==> src/rtl/regfile_wb_arbiter.sv <==
// Merges pipeline (P) and long-latency (M) writebacks onto the single register-file write port.
// P has fixed priority. M is forced through after STARVE_MAX consecutive refusals.
module regfile_wb_arbiter #(
  parameter int DATA_W     = 64,
  parameter int REG_W      = 5,
  parameter int STARVE_MAX = 4
) (
  input  logic              clk,
  input  logic              reset,
  input  logic              p_valid,
  output logic              p_ready,
  input  logic [REG_W-1:0]  p_rd,
  input  logic [DATA_W-1:0] p_data,
  input  logic              m_valid,
  output logic              m_ready,
  input  logic [REG_W-1:0]  m_rd,
  input  logic [DATA_W-1:0] m_data,
  output logic              rf_we,
  output logic [REG_W-1:0]  rf_waddr,
  output logic [DATA_W-1:0] rf_wdata,
  output logic              m_forced
);

  localparam logic [3:0] STARVE_LIM = 4'(STARVE_MAX);

  logic [3:0]        starve_cnt_q, starve_cnt_d;
  logic              rf_we_q, rf_we_d;
  logic [REG_W-1:0]  rf_waddr_q, rf_waddr_d;
  logic [DATA_W-1:0] rf_wdata_q, rf_wdata_d;

  logic force_m;
  logic m_xfer;
  logic p_xfer;

  // Ready is a pure function of the valids and the starvation state, so neither side waits on itself.
  always_comb begin
    force_m  = (starve_cnt_q == STARVE_LIM);
    p_ready  = !reset && !(m_valid && force_m);
    m_ready  = !reset && (!p_valid || force_m);
    m_forced = !reset && m_valid && p_valid && force_m;
    m_xfer   = m_valid && m_ready;
    p_xfer   = p_valid && p_ready && !m_xfer;
  end

  always_comb begin
    starve_cnt_d = starve_cnt_q;
    if (!m_valid || m_xfer) begin
      starve_cnt_d = 4'd0;
    end else if (starve_cnt_q != STARVE_LIM) begin
      starve_cnt_d = starve_cnt_q + 4'd1;
    end
  end

  // x0 writes still complete the handshake and load address/data, but never raise the write enable.
  always_comb begin
    rf_we_d    = 1'b0;
    rf_waddr_d = rf_waddr_q;
    rf_wdata_d = rf_wdata_q;
    if (m_xfer) begin
      rf_we_d    = (m_rd != '0);
      rf_waddr_d = m_rd;
      rf_wdata_d = m_data;
    end else if (p_xfer) begin
      rf_we_d    = (p_rd != '0);
      rf_waddr_d = p_rd;
      rf_wdata_d = p_data;
    end
  end

  always_ff @(posedge clk or posedge reset) begin
    if (reset) begin
      starve_cnt_q <= 4'd0;
      rf_we_q      <= 1'b0;
      rf_waddr_q   <= '0;
      rf_wdata_q   <= '0;
    end else begin
      starve_cnt_q <= starve_cnt_d;
      rf_we_q      <= rf_we_d;
      rf_waddr_q   <= rf_waddr_d;
      rf_wdata_q   <= rf_wdata_d;
    end
  end

  assign rf_we    = rf_we_q;
  assign rf_waddr = rf_waddr_q;
  assign rf_wdata = rf_wdata_q;

endmodule

==> config.mk <==
export PLATFORM = sky130hd
export DESIGN_NAME = regfile_wb_arbiter
export DESIGN_NICKNAME = d
export VERILOG_FILES = /design/src/rtl/regfile_wb_arbiter.sv
export SDC_FILE = /design/constraint.sdc
export NUM_CORES = 1
export LEC_CHECK = 0
export ABC_CLOCK_PERIOD_IN_PS = 2250
export BUFFER_PORTS_ARGS = -buffer_cell sky130_fd_sc_hd__buf_4
export CAP_MARGIN = 20
export CORE_ASPECT_RATIO = 0.9
export CORE_MARGIN = 3
export CORE_UTILIZATION = 39
export DETAILED_ROUTE_END_ITERATION = 10
export PLACE_DENSITY = 0.75
export RECOVER_POWER = 50
export SLEW_MARGIN = 10
export SYNTH_ARGS = -nofsm -noshare
export SYNTH_HDL_FRONTEND = slang
export SYNTH_SLANG_ARGS = --single-unit
==> constraint.sdc <==
create_clock -name clk -period 2.25 [get_ports clk]
set_clock_uncertainty 0.15 [all_clocks]
set_input_delay 0.3375 -clock clk [delete_from_list [all_inputs] [get_ports clk]]
set_output_delay 0.3375 -clock clk [all_outputs]
set_load 0.005 [all_outputs]
After elaboration in Yosys (flattened, before gate mapping) --
Index checks and enable logic that the tools add are counted.
Storage, ports and cells: logic and storage cells 35, register bits after elaboration 74, output and inout bits 73, input port bits 142
Cells by class: eq/ne operators 2, add/subtract/negate cells 1, reductions and logical operators 20, muxes and demuxes 8
Operator list (count):
- 2-to-1 mux 64 bit | 2
- 2-to-1 mux 5 bit | 2
- nonzero test 5 bit | 2
- logical AND 1 bit | 9
- 2-to-1 mux 4 bit | 2
- zero test 1 bit | 5
- adder 4 x 1 -> 4 bit (second input constant) | 1
- == test 4 x 3 -> 1 bit (second input constant) | 1
- != test 4 x 3 -> 1 bit (second input constant) | 1
- nonzero test 2 bit | 2
- logical OR 1 bit | 2
- 2-to-1 mux 1 bit | 2

Longest topological paths before layout --
Gate-level depths: netlist (run 1).
depth in word-level cells 8, gate-level depth with buffers 8, mapped depth without buffers 6

Least setup slack after synthesis (run 1) --
OpenSTA, ideal clock, no wires.
path kind in2reg, start point input port reset, end point register rf_waddr_q[0] (netlist: rf_waddr[0]), cell stages on the path 4, setup time 0.128 ns, path buffers 0, data required time 1.972 ns, setup slack -0.929 ns, data arrival time 2.901 ns, cell sequence inv_1 > nand3_1 > mux2i_1 > o21ai_0
On the way: longest elaborated chain between the ends 6, elaborated cells between the ends (all ways) 9, classes of those cells 1 x mux; 8 x reduce/logical
RTL lines:
- start, declared | line 9 | input logic reset,
- zero test 1 bit (no source line) (*)
- logical AND 1 bit | line 39 | m_ready = !reset && (!p_valid || force_m);
- logical AND 1 bit | line 41 | m_xfer = m_valid && m_ready;
- zero test 1 bit | line 42 | p_xfer = p_valid && p_ready && !m_xfer;
- logical AND 1 bit | line 42
- nonzero test 2 bit (no source line)
- end signal, assigned | line 79 | rf_waddr_q <= rf_waddr_d;
- end, declared | line 28 | logic [REG_W-1:0] rf_waddr_q, rf_waddr_d;
Every way passes the cells marked *; elsewhere a longest branch is shown, timed or not. A chain may end at the register's enable or synchronous reset.

Worst setup path in the final report (run 1) --
start point register starve_cnt_q[0], end point output port p_ready
On the way: longest elaborated chain between the ends 4
RTL lines:
- start, declared | line 26 | logic [3:0] starve_cnt_q, starve_cnt_d;
- start signal, assigned | line 77 | starve_cnt_q <= starve_cnt_d;
- == test 4 x 3 -> 1 bit | line 37 | force_m = (starve_cnt_q == STARVE_LIM);
- logical AND 1 bit | line 38 | p_ready = !reset && !(m_valid && force_m);
- zero test 1 bit | line 38
- logical AND 1 bit | line 38
- end, declared | line 11 | output logic p_ready,
Every way passes these cells.

==> metrics.md, run 1 <==
| Metric | Value |
|---|---|
| Status | `finished, final reports clean` |
| Chip Height | `96.0 um` |
| Worst EP arrival | `1620 ps` |
| Cts repair resizes | `0` |
| Global-route wire length before repair | `17.0 mm` |
| CTS clk-pin slew, worst paths | `80 ps` |
| DRT Wirelength | `10.9 mm` |
| Drt wl/cell | `14.6 um` |
| Pleak | `2.61 nW` |
| DR pass1 iterations | `5` |
| Max Root-Sink Buffers | `2` |
| Post-synth top area share | `0.528` |
| Cell with the most instances after synthesis | `nand2_1` |
| WHS | `68.9 ps` |
| # IOs | `215` |
| RSZ-0062 raised after global routing | `false` |
| IO Port Bufs | `214` |
| Final Wtd Congestion | `0.772` |
| Syn Inst Count | `412` |
| Pins Over Slew Limit | `0` |
| Final ANT Viol Nets | `0` |
| Drt initial violations | `168` |
| Netlist Area Pre-Place | `0.00351 mm^2` |
| Fmax | `474 MHz` |
| Syn-to-layout area delta | `54.3%` |
| Remaining Overflow, GRT | `0` |
| Clk root buf | `clkbuf_8` |
| Syn avg cell area | `8.51 um^2` |
| Slowest cell on crit path | `dfrtp_1` |
| Core Rows | `32` |
| Vias | `3,625` |
| Tmin final | `2110 ps` |
| Sequential area share after synthesis | `0.528` |
| Final Hold Fails | `0` |
| Initial antenna violation count | `0` |
| Maximum resistive drop on vdd | `0.363 mV` |
| Fin crit share | `0.937` |
| Fin area | `0.00541 mm^2` |
| Placed insts | `724` |
| Vias in the first global route | `3,533` |
| Post-synth top area cell | `dfrtp_1` |
| Initial Util | `0.406` |
| CP Capture Type | `primary output` |
| Die width | `106 um` |
| Startpoint types | `flip-flop` |
| CP max stage delay | `410 ps` |
| Worst-Margin Slew | `999 ps` |
| Post-route insts no fill | `743` |
| Cell Pwr Density | `699 mW/mm^2` |
| Critical path cell sequence | `inv_1 -> ha_1 -> and3b_1 -> a21oi_1 -> buf_4` |
| Post-synth EDFFs | `0` |
| Num CTS Buffers | `9` |
| Placed instance area | `0.00520 mm^2` |
| Worst hold path class | `in -> reg` |
| # diodes | `0` |
| Max_cap viols | `0` |
| DP Wirelength | `8.27 mm` |
| Final setup fails | `0` |
| Total power | `3.78 mW` |
| Synth warn | `0` |
| Mapped Nets | `556` |
| DRC | `0` |
| Die area | `0.0102 mm^2` |
| Post-DR vias/cell | `4.88` |
| Nets | `763` |
| CP Data Required Time | `1760 ps` |
| Maximum number of pins on one net before global-route repair | `73` |
| Clock sink count | `74` |
| Synthesized flop and latch total | `74` |
| Global router's overall resource usage | `0.212` |
| TNS Setup | `0 ps` |
| Core area | `0.00865 mm^2` |
| Ranking of synthesized cells by area | `dfrtp_1 53%, nand2_1 14%, a31oi_1 11%` |
| Main synth FF type | `dfrtp_1` |
| Synth async-reset ratio | `1.00` |
| Unique masters post-synth | `28` |
| Fraction of layout cells with a size suffix above 1 | `0.361` |
| CTS tree | `built` |
| Worst skew pair latency | `330 ps` |
| Most frequent cells after synthesis | `133 x nand2_1, 74 x dfrtp_1, 68 x nor2_1` |
| WS Path Type | `reg -> out` |
| CP max FO | `5` |
| Clock H-tree levels | `3` |
| Slew HR | `0.334` |
[cells by family after synthesis]
kind of cell | after synthesis | synth area share
adders and majority gates | 2 | 0.00713
buffers and inverters | 34 | 0.0599
and+or+nand+nor | 216 | 0.242
DFF | 74 | 0.528
AOI/OAI and AO/OA | 78 | 0.141
muxes | 6 | 0.0171
xor gates and xnor gates | 2 | 0.00500
[critical path, delay by kind of cell (launching register included)]
| kind | cells | cell delay, ps |
|---|---|---|
| compound gates | 1 | 210 |
| fa+ha+maj | 1 | 220 |
| buf+inv | 2 | 200 |
| flops | 1 | 410 |
| simple gates | 1 | 260 |
[repair_timing]
item | 4_1_cts | 5_1_grt
setup endpoints to repair | 0 | 15
buffers inserted | 0 | 2
endpoints found under the hold margin | 2 | 0
hold buffers | 1 | 0
[layout make-up]
class | instances | area [um^2]
sequential | 74 | 1850
inverter | 4 | 16.3
multi-input combinational | 304 | 1470
clock buffer | 11 | 141
timing repair buffer | 226 | 1660
clock inverter | 5 | 125
fill | 789 | 3240
tap | 119 | 149
[state kept, by name (all words and copies together) (netlist names)]
signal and cells:
rf_wdata 64, rf_waddr 5, starve_cnt_q 4, rf_we 1
[cell usage in the layout, fill, tap and decap left out, types with 2 or more instances in the layout]
| master | instances |
|---|---|
| a21oi_1 | 2 |
| nor2_1 | 67 |
| buf_4 | 150 |
| clkbuf_4 | 50 |
| nand2_1 | 133 |
| o21ai_0 | 9 |
| dfrtp_1 | 74 |
| nand3_1 | 4 |
| nor3_1 | 2 |
| and2_1 | 2 |
| clkbuf_8 | 10 |
| clkbuf_1 | 21 |
| xor2_1 | 2 |
| bufinv_16 | 4 |
| mux2i_1 | 6 |
| inv_1 | 3 |
| clkbuf_2 | 2 |
| ha_1 | 2 |
| a31oi_1 | 64 |
| buf_12 | 3 |
[where the power goes]
part           switching, mW  total (mW)  internal [mW]
combinational          0.373       0.829          0.456
clock                  0.472        1.35          0.879
sequential            0.0996        1.60           1.50
[stage by stage]
| stage | util | setup WS (ps) |
|---|---|---|
| after floorplan | - | -6.58 |
| after global placement | 0.602 | 275 |
| after detailed placement | 0.602 | 160 |
| after CTS | 0.634 | 49.3 |
| after global routing | 0.626 | 15.1 |
| final | 0.626 | 141 |
[metal layers]
metal,vias to the layer above,share of wire,GRT usage
li1,1792,-,-
met1,1676,0.40,0.255
met2,151,0.50,0.369
met3,6,0.094,0.0711
met4,0,0.0056,0.0550
met5,-,0,0
[worst paths after layout]
check	startpoint	to	slack, ps	cells after the start
worst max-delay path	starve_cnt_q[0]	p_ready	140	5
worst min register to register	rf_wdata[30]	rf_wdata[30]	400	2
worst min-delay path	m_rd[4]	rf_waddr[4]	70	3
worst max register to register	starve_cnt_q[0]	rf_wdata[29]	270	7
max in group asynchronous	reset	rf_wdata[30]	320	4
min in group asynchronous	reset	rf_waddr[4]	390	3
Power figures use the tool's default switching activity.
==> run 2: changes to the inputs <==
Settings changed: CORE_UTILIZATION 39 to 40, CTS_BUF_LIST set to sky130_fd_sc_hd__clkbuf_8, PLACE_DENSITY 0.75 to 0.76.
==> run 2 against run 1 <==
Compared with the run above: cell area fell by 0.35%; critical endpoint unchanged; critical path type unchanged; final cell count is 1.1% lower; routed wire length is 1.2% lower; largest power group unchanged; highest routed layer unchanged.
==> metrics.md, run 2 (same netlist as run 1, synthesis figures left out) <==
| Metric | Value |
|---|---|
| Post-Route Utilization | `0.650` |
| Drt wl/cell | `14.6 um` |
| Fill count | `732` |
| DRC | `0` |
| Vias in the first global route | `3,478` |
| Clock sink count | `74` |
| Worst hold path class | `in -> reg` |
| Final Wtd Congestion | `0.765` |
| Die area | `0.00993 mm^2` |
| Post-CTS Hold Fix Bufs | `0` |
| Final ANT Viol Nets | `0` |
| Most used cells in the layout excluding fill and tap cells | `181 x buf_4, 133 x nand2_1, 74 x dfrtp_1` |
| Clk root buf | `clkbuf_8` |
| Global router's overall resource usage | `0.212` |
| Core area | `0.00830 mm^2` |
| Max Root-Sink Buffers | `2` |
| CTS tree | `built` |
| Chip Height | `94.8 um` |
| Drt initial violations | `160` |
| Tmin final | `2150 ps` |
| Maximum resistive drop on vdd | `0.374 mV` |
| Max_cap viols | `0` |
| Fraction of layout cells with a size suffix above 1 | `0.384` |
| Fmax | `465 MHz` |
| Vias | `3,602` |
| RSZ-0062 raised after global routing | `false` |
| Remaining Overflow, GRT | `0` |
| Core Rows | `31` |
| Worst EP arrival | `1660 ps` |
| Status | `finished, final reports clean` |
| DRT Wirelength | `10.7 mm` |
| Post-DR vias/cell | `4.90` |
| Pleak | `2.63 nW` |
| Initial Util | `0.423` |
| # IOs | `215` |
| WS Path Type | `reg -> out` |
| Fin crit share | `0.955` |
| Initial antenna violation count | `0` |
| DR pass1 iterations | `4` |
| Final setup fails | `0` |
| Slew HR | `0.351` |
| Pins Over Slew Limit | `0` |
| CP Capture Type | `primary output` |
| Maximum number of pins on one net before global-route repair | `82` |
| Most common cell after layout, fill and taps aside | `buf_4` |
| IO Port Bufs | `214` |
| CTS clk-pin slew, worst paths | `80 ps` |
| Worst-Margin Slew | `973 ps` |
| Startpoint types | `flip-flop` |
| Clock H-tree levels | `3` |
| Cell Pwr Density | `664 mW/mm^2` |
| Worst skew pair latency | `330 ps` |
| CP Data Required Time | `1760 ps` |
| CP max FO | `5` |
| # diodes | `0` |
| Syn-to-layout area delta | `53.8%` |
| Num CTS Buffers | `9` |
| Global-route wire length before repair | `17.0 mm` |
| Total power | `3.58 mW` |
| Max reg flops | `64` |
| Die width | `105 um` |
| Nets | `760` |
| DP Wirelength | `8.17 mm` |
| Final Hold Fails | `0` |
run 2: changes by cell type in the layout (fill, tap and decap cells not counted):
cell / delta
a21oi_1: -1
buf_4: +31
dlygate4sd3_1: -1
clkbuf_1: -16
clkinv_2: -1
clkbuf_4: -18
clkinv_4: +1
bufinv_16: -2
inv_1: +1
a21oi_2: +1
clkinvlp_4: +1
run 2: per-stage QoR:
step                TNS [ps]  instances  instance area (um^2)  setup slack, ps  hold slack (ps)
detailed placement         0        720                  5200              269              390
finish                     0        735                  5390              101             59.6
floorplan              -32.9        412                  3520            -6.58              304
global placement           0        720                  5200              375              381
CTS                        0        735                  5420             83.7             43.6
global route               0        735                  5390             18.3             62.9
run 2: worst paths after layout:
check	slack, ps	to	start	cells past startpoint
worst min-delay path	60	rf_waddr[0]	m_rd[0]	3
min in group asynchronous	430	rf_waddr[0]	reset	3
worst min register to register	400	rf_wdata[5]	rf_wdata[5]	2
worst max register to register	240	rf_wdata[42]	starve_cnt_q[0]	7
max in group asynchronous	860	rf_wdata[28]	reset	3
worst max-delay path	100	p_ready	starve_cnt_q[0]	5
run 2: cell type report:
cell class                      count  area, um^2  share of cell area
Clock buffer                       10         138              0.0255
Clock inverter                      5        80.1              0.0148
Inverter                            4        16.3             0.00302
Multi-Input combinational cell    304        1480               0.274
Sequential cell                    74        1850               0.343
Tap cell                          115         144              0.0267
Timing Repair Buffer              223        1690               0.313
run 2: critical path, stage by stage (launching register included):
cell and delay [ps]:
dfrtp_1 420, inv_1 70, ha_1 230, and3b_1 260, a21oi_1 210, buf_4 150
run 2: power by group:
part           internal [mW]  total [mW]  leakage (nW)  switching [mW]
combinational          0.488       0.856          1.68           0.368
sequential              1.50        1.60         0.840          0.0991
clock                  0.647        1.13         0.110           0.478
total                   2.64        3.58          2.63           0.945
run 2: timing repair:
action,in CTS,in global routing
endpoints found under the hold margin,0,0
setup endpoints to repair,0,1
setup buffers,0,0
gates resized for setup,0,1
run 2: layer usage:
layer | share of wire | global-route usage | vias to the layer above
met5 | 0 | 0 | -
met4 | 0.0097 | 0.0437 | 0
met3 | 0.088 | 0.0684 | 9
met2 | 0.50 | 0.371 | 157
met1 | 0.40 | 0.260 | 1648
li1 | - | - | 1788
